**config.mk**
```make
export PLATFORM = sky130hd
export DESIGN_NAME = imem_fetch_master
export DESIGN_NICKNAME = d
export VERILOG_FILES = /design/src/rtl/imem_fetch_master.sv
export SDC_FILE = /design/constraint.sdc
export NUM_CORES = 1
export LEC_CHECK = 0
export BUFFER_PORTS_ARGS = -buffer_cell sky130_fd_sc_hd__clkbuf_2
export CORE_MARGIN = 2
export CORE_UTILIZATION = 40
export DETAILED_ROUTE_END_ITERATION = 10
export PLACE_DENSITY = 0.72
export SLEW_MARGIN = 10
export SYNTH_ARGS = -nofsm -noshare
export SYNTH_HDL_FRONTEND = slang
export SYNTH_SLANG_ARGS = --single-unit
```
**constraint.sdc**
```tcl
create_clock -name ACLK -period 2 [get_ports ACLK]
set_input_delay 0.1 -clock ACLK [delete_from_list [all_inputs] [get_ports ACLK]]
set_output_delay 0.1 -clock ACLK [all_outputs]
set_load 0.03 [all_outputs]
```
**src/rtl/imem_fetch_master.sv**
```systemverilog
// AXI4-Lite instruction fetch master: one outstanding read, flush discards stale data.
// Optional IMEM_FETCH_ERR_CHECK_EN: non-OKAY RRESP yields a NOP and a fault pulse.
module imem_fetch_master (
  input  logic        ACLK,
  input  logic        ARESETn,
  input  logic        fetch_en_i,
  input  logic [31:0] pc_i,
  input  logic        stall_i,
  input  logic        flush_i,
  output logic [31:0] ARADDR,
  output logic [2:0]  ARPROT,
  output logic        ARVALID,
  input  logic        ARREADY,
  input  logic [31:0] RDATA,
  input  logic [1:0]  RRESP,
  input  logic        RVALID,
  output logic        RREADY,
  output logic [31:0] inst_o,
  output logic        inst_valid_o,
  output logic        fault_o
);

  localparam logic [1:0] ST_IDLE = 2'd0;
  localparam logic [1:0] ST_ADDR = 2'd1;
  localparam logic [1:0] ST_DATA = 2'd2;

  localparam logic [31:0] NOP = 32'h0000_0013;

  logic [1:0]  state_q, state_d;
  logic        discard_q, discard_d;
  logic [31:0] araddr_q, araddr_d;
  logic [31:0] inst_q, inst_d;
  logic        inst_valid_q, inst_valid_d;
  logic        fault_q, fault_d;

  logic issue;
  logic r_hs;
  logic r_keep;
  logic r_err;

  assign issue  = fetch_en_i & ~stall_i;
  // Stale responses must drain even while the pipeline is stalled.
  assign RREADY = (state_q == ST_DATA) & (~stall_i | discard_q | flush_i);
  assign r_hs   = RVALID & RREADY;
  assign r_keep = r_hs & ~discard_q & ~flush_i;

`ifdef IMEM_FETCH_ERR_CHECK_EN
  assign r_err = (RRESP != 2'b00);
`else
  // Response status is deliberately ignored in this build.
  assign r_err = (|RRESP) & 1'b0;
`endif

  always_comb begin
    state_d      = state_q;
    discard_d    = discard_q;
    araddr_d     = araddr_q;
    inst_valid_d = r_keep;
    fault_d      = r_keep & r_err;
    inst_d       = inst_q;
    if (r_keep) inst_d = r_err ? NOP : RDATA;

    case (state_q)
      ST_IDLE: begin
        if (issue) begin
          state_d  = ST_ADDR;
          araddr_d = pc_i & ~32'h3;
        end
      end
      ST_ADDR: begin
        if (flush_i) discard_d = 1'b1;
        if (ARREADY) state_d = ST_DATA;
      end
      ST_DATA: begin
        if (r_hs) begin
          discard_d = 1'b0;
          if (issue) begin
            state_d  = ST_ADDR;
            araddr_d = pc_i & ~32'h3;
          end else begin
            state_d = ST_IDLE;
          end
        end else if (flush_i) begin
          discard_d = 1'b1;
        end
      end
      default: state_d = ST_IDLE;
    endcase
  end

  always_ff @(posedge ACLK or negedge ARESETn) begin
    if (!ARESETn) begin
      state_q      <= ST_IDLE;
      discard_q    <= 1'b0;
      araddr_q     <= '0;
      inst_q       <= NOP;
      inst_valid_q <= 1'b0;
      fault_q      <= 1'b0;
    end else begin
      state_q      <= state_d;
      discard_q    <= discard_d;
      araddr_q     <= araddr_d;
      inst_q       <= inst_d;
      inst_valid_q <= inst_valid_d;
      fault_q      <= fault_d;
    end
  end

  assign ARADDR       = araddr_q;
  assign ARPROT       = 3'b100;
  assign ARVALID      = (state_q == ST_ADDR);
  assign inst_o       = inst_q;
  assign inst_valid_o = inst_valid_q;
  assign fault_o      = fault_q;

endmodule

```
==> flow_metrics.env <==
export IMPL_viasPerCell=4.55
export IMPL_min_path_type="input port to flop"
export IMPL_antenna_diode_count=0
export IMPL_worstSetupPathType="flop to flop"
export IMPL_cts_tree="yes"
export IMPL_ant_nets=0
export IMPL_dr_pass1_iters=3
export IMPL_die_area_mm2=0.00739
export IMPL_core_area_mm2=0.00642
export IMPL_clock_fmax_mhz=529
export IMPL_fp_dieH_um=86.0
export IMPL_io_buffers=133
export IMPL_min_from="RDATA[1]"
export IMPL_power_switching_mw=2.60
export IMPL_crit_path_end_kind="flop"
export IMPL_path_clk_slew_ns=0.06
export IMPL_ys_seq_elements=66
export IMPL_drtIter0Drc=26
export IMPL_clock_sinks=66
export IMPL_grt_max_degree=34
export IMPL_cp_start_kind="flop"
export IMPL_hold_viol_final=0
export IMPL_arrival_ns=2.09
export IMPL_syn_avg_cell_area_um2=16.2
export IMPL_path_max_fanout=17
export IMPL_grt_pass1_vias=2160
export IMPL_place_area_mm2=0.00343
export IMPL_insertion_delay_ns=0.32
export IMPL_hpwl_um=3790
export IMPL_p_comb_share_pct=47.8
export IMPL_place_congestion=0.789
export IMPL_setup_violations=0
export IMPL_area_growth_pct=57.4
export IMPL_ys_types=22
export IMPL_cts_buffer_depth=2
export IMPL_nets=444
export IMPL_final_area_mm2=0.00423
export IMPL_initial_utilization_pct=41.8
export IMPL_fin_crit_sh_pct=94.5
export IMPL_netlist_instances=166
export IMPL_grt_antenna_before_repair=0
export IMPL_ys_warn_count=0
export IMPL_pin_count=144
export IMPL_max_cap_violations=0
export IMPL_cp_required_ns=2.20
export IMPL_sw_frac_of_total_pct=42.3
export IMPL_worstReg2RegStart="state_q[0]"
export IMPL_clkPwrFrac_pct=15.5
export IMPL_track_usage_pct=16.7
export IMPL_die_x_um=86.0
export IMPL_cts_buffers=9
export IMPL_wire_per_inst_um=13.7
export IMPL_drv_slew=0
export IMPL_fin_skew_ns=0.00624
export IMPL_p_int_mw=3.55
export IMPL_crit_start="state_q[0]"
export IMPL_synth_area_mm2=0.00269
export IMPL_period_minus_slack_ns=1.89
export IMPL_status="completed"
export IMPL_grt_overflow_total=0
export IMPL_p_seq_share_pct=36.7
export IMPL_power_density_mw_per_mm2=1450
export IMPL_final_layout_size_suffix_gt1_share_pct=60.0
export IMPL_drcViolationCount=0
export IMPL_root_buffer="clkbuf_8"
export IMPL_htree_levels=3
export IMPL_p_leak_nw=2.17
export IMPL_rows=29
export IMPL_routed_via_count=2032
export IMPL_p_total_mw=6.15
export IMPL_routed_wl_um=6140
export IMPL_ys_seq_area_share_pct=61.6
export IMPL_grt_first_pass_wirelength_um=9560
export IMPL_peakVddDrop_mv=0.743
==> metal layers <==
layer  wire, um  GRT usage, %
met5          0             0
met2       3270          30.3
met3        410          4.72
met1       2400          17.9
met4         59          7.65
==> per-stage QoR <==
| step | hold WS [ns] | instances | utilization, % | worst slack, ns | setup TNS [ns] |
|---|---|---|---|---|---|
| floorplan | -0.196 | 170 | - | 0.223 | 0 |
| global placement | 0.0601 | 372 | 53.4 | 0.137 | 0 |
| detailed placement | 0.0590 | 372 | 53.4 | 0.0964 | 0 |
| CTS | 0.00226 | 442 | 64.6 | 0.0953 | 0 |
| global route | 0.00346 | 447 | 65.8 | -0.00181 | -0.00351 |
| finish | 0.0147 | 447 | 65.8 | 0.110 | 0 |
==> cell usage in the layout, fill, tap and decap left out, types with 2 or more instances in the layout <==
master	n
buf_12	2
nor2b_1	2
clkbuf_8	11
dlygate4sd3_1	57
mux2_2	58
nand2b_1	2
ha_1	4
mux2_1	5
conb_1	6
dfstp_2	3
clkbuf_2	132
clkinv_2	3
dfrtp_1	63
buf_4	3
==> sequential cells by signal (all words and copies together), names as in the netlist <==
name and count:
inst_o 32, ARADDR 30, state_q 2, discard_q 1, inst_valid_o 1
==> critical path, stage by stage (launching register included) <==
cell and delay [ns]:
dfrtp_1 0.43, inv_2 0.11, ha_4 0.18, nand2_2 0.10, nor4_4 0.25, buf_4 0.19
buf_12 0.16, mux2_2 0.35
==> power groups by stage <==
stage	registers, mW	clock network, mW	logic [mW]
2_1_floorplan	3.39	0	0.856
3_3_place_gp	2.24	0	2.79
3_5_place_dp	2.27	0	2.84
4_1_cts	2.25	1.00	2.92
5_1_grt	2.34	1.06	3.12
6_report	2.26	0.955	2.94
==> cells by family (layout without fill, tap and decap cells) <==
family | after synthesis | count (layout) | synth area share (%)
compound gates | 6 | 6 | 2.19
fa+ha+maj | 5 | 5 | 2.33
buf+inv | 14 | 214 | 4.05
flops | 66 | 66 | 61.6
mux | 64 | 64 | 26.8
other cells | 2 | 6 | 0.279
simple gates | 9 | 9 | 2.79
==> timing repair <==
| item | 4_1_cts | 5_1_grt |
|---|---|---|
| gates resized for setup | 0 | 4 |
| hold endpoints to repair | 71 | 2 |
| endpoints found under the setup margin | 0 | 32 |
| hold buffers | 55 | 2 |
| setup buffers | 0 | 1 |
==> Yosys cell counts <==
library cell / instances / area [um2]
dfrtp_1: 63 / 1580
mux2_2: 58 / 653
buf_4: 9 / 67.6
ha_1: 5 / 62.6
mux2_1: 5 / 56.3
buf_6: 3 / 33.8
dfstp_2: 3 / 78.8
a21oi_1: 2 / 10.0
conb_1: 2 / 7.51
inv_1: 2 / 7.51
nand2b_1: 2 / 12.5
nor2b_1: 2 / 12.5
a2111oi_4: 1 / 27.5
a21boi_0: 1 / 7.51
a31oi_1: 1 / 6.26
and3b_1: 1 / 8.76
and4bb_2: 1 / 12.5
mux2i_1: 1 / 10.0
nand2_1: 1 / 3.75
nor2_1: 1 / 3.75
nor4_4: 1 / 21.3
o21bai_1: 1 / 7.51
==> cell type report <==
cell class              count  area (um2)
clock buffers              12         155
well taps                  77        96.3
flip-flops and latches     66        1660
multi-input cells          90         965
clock inverters             3        15.0
inverters                   2        7.51
fillers                   480        2190
repair buffers            197        1340
==> path summary, 6_finish.rpt <==
kind                            slack (ns)         end  depth (start not counted)
worst max-delay path                  0.11  inst_o[17]                          7
worst min-delay path                  0.01   inst_o[1]                          2
min in group asynchronous             0.24  inst_o[30]                          2
max in group asynchronous             1.01   inst_o[0]                          3
worst max register to register        0.11  inst_o[17]                          7
worst min register to register        0.49  inst_o[28]                          1
Note: power is estimated with default switching activity, not from simulation.
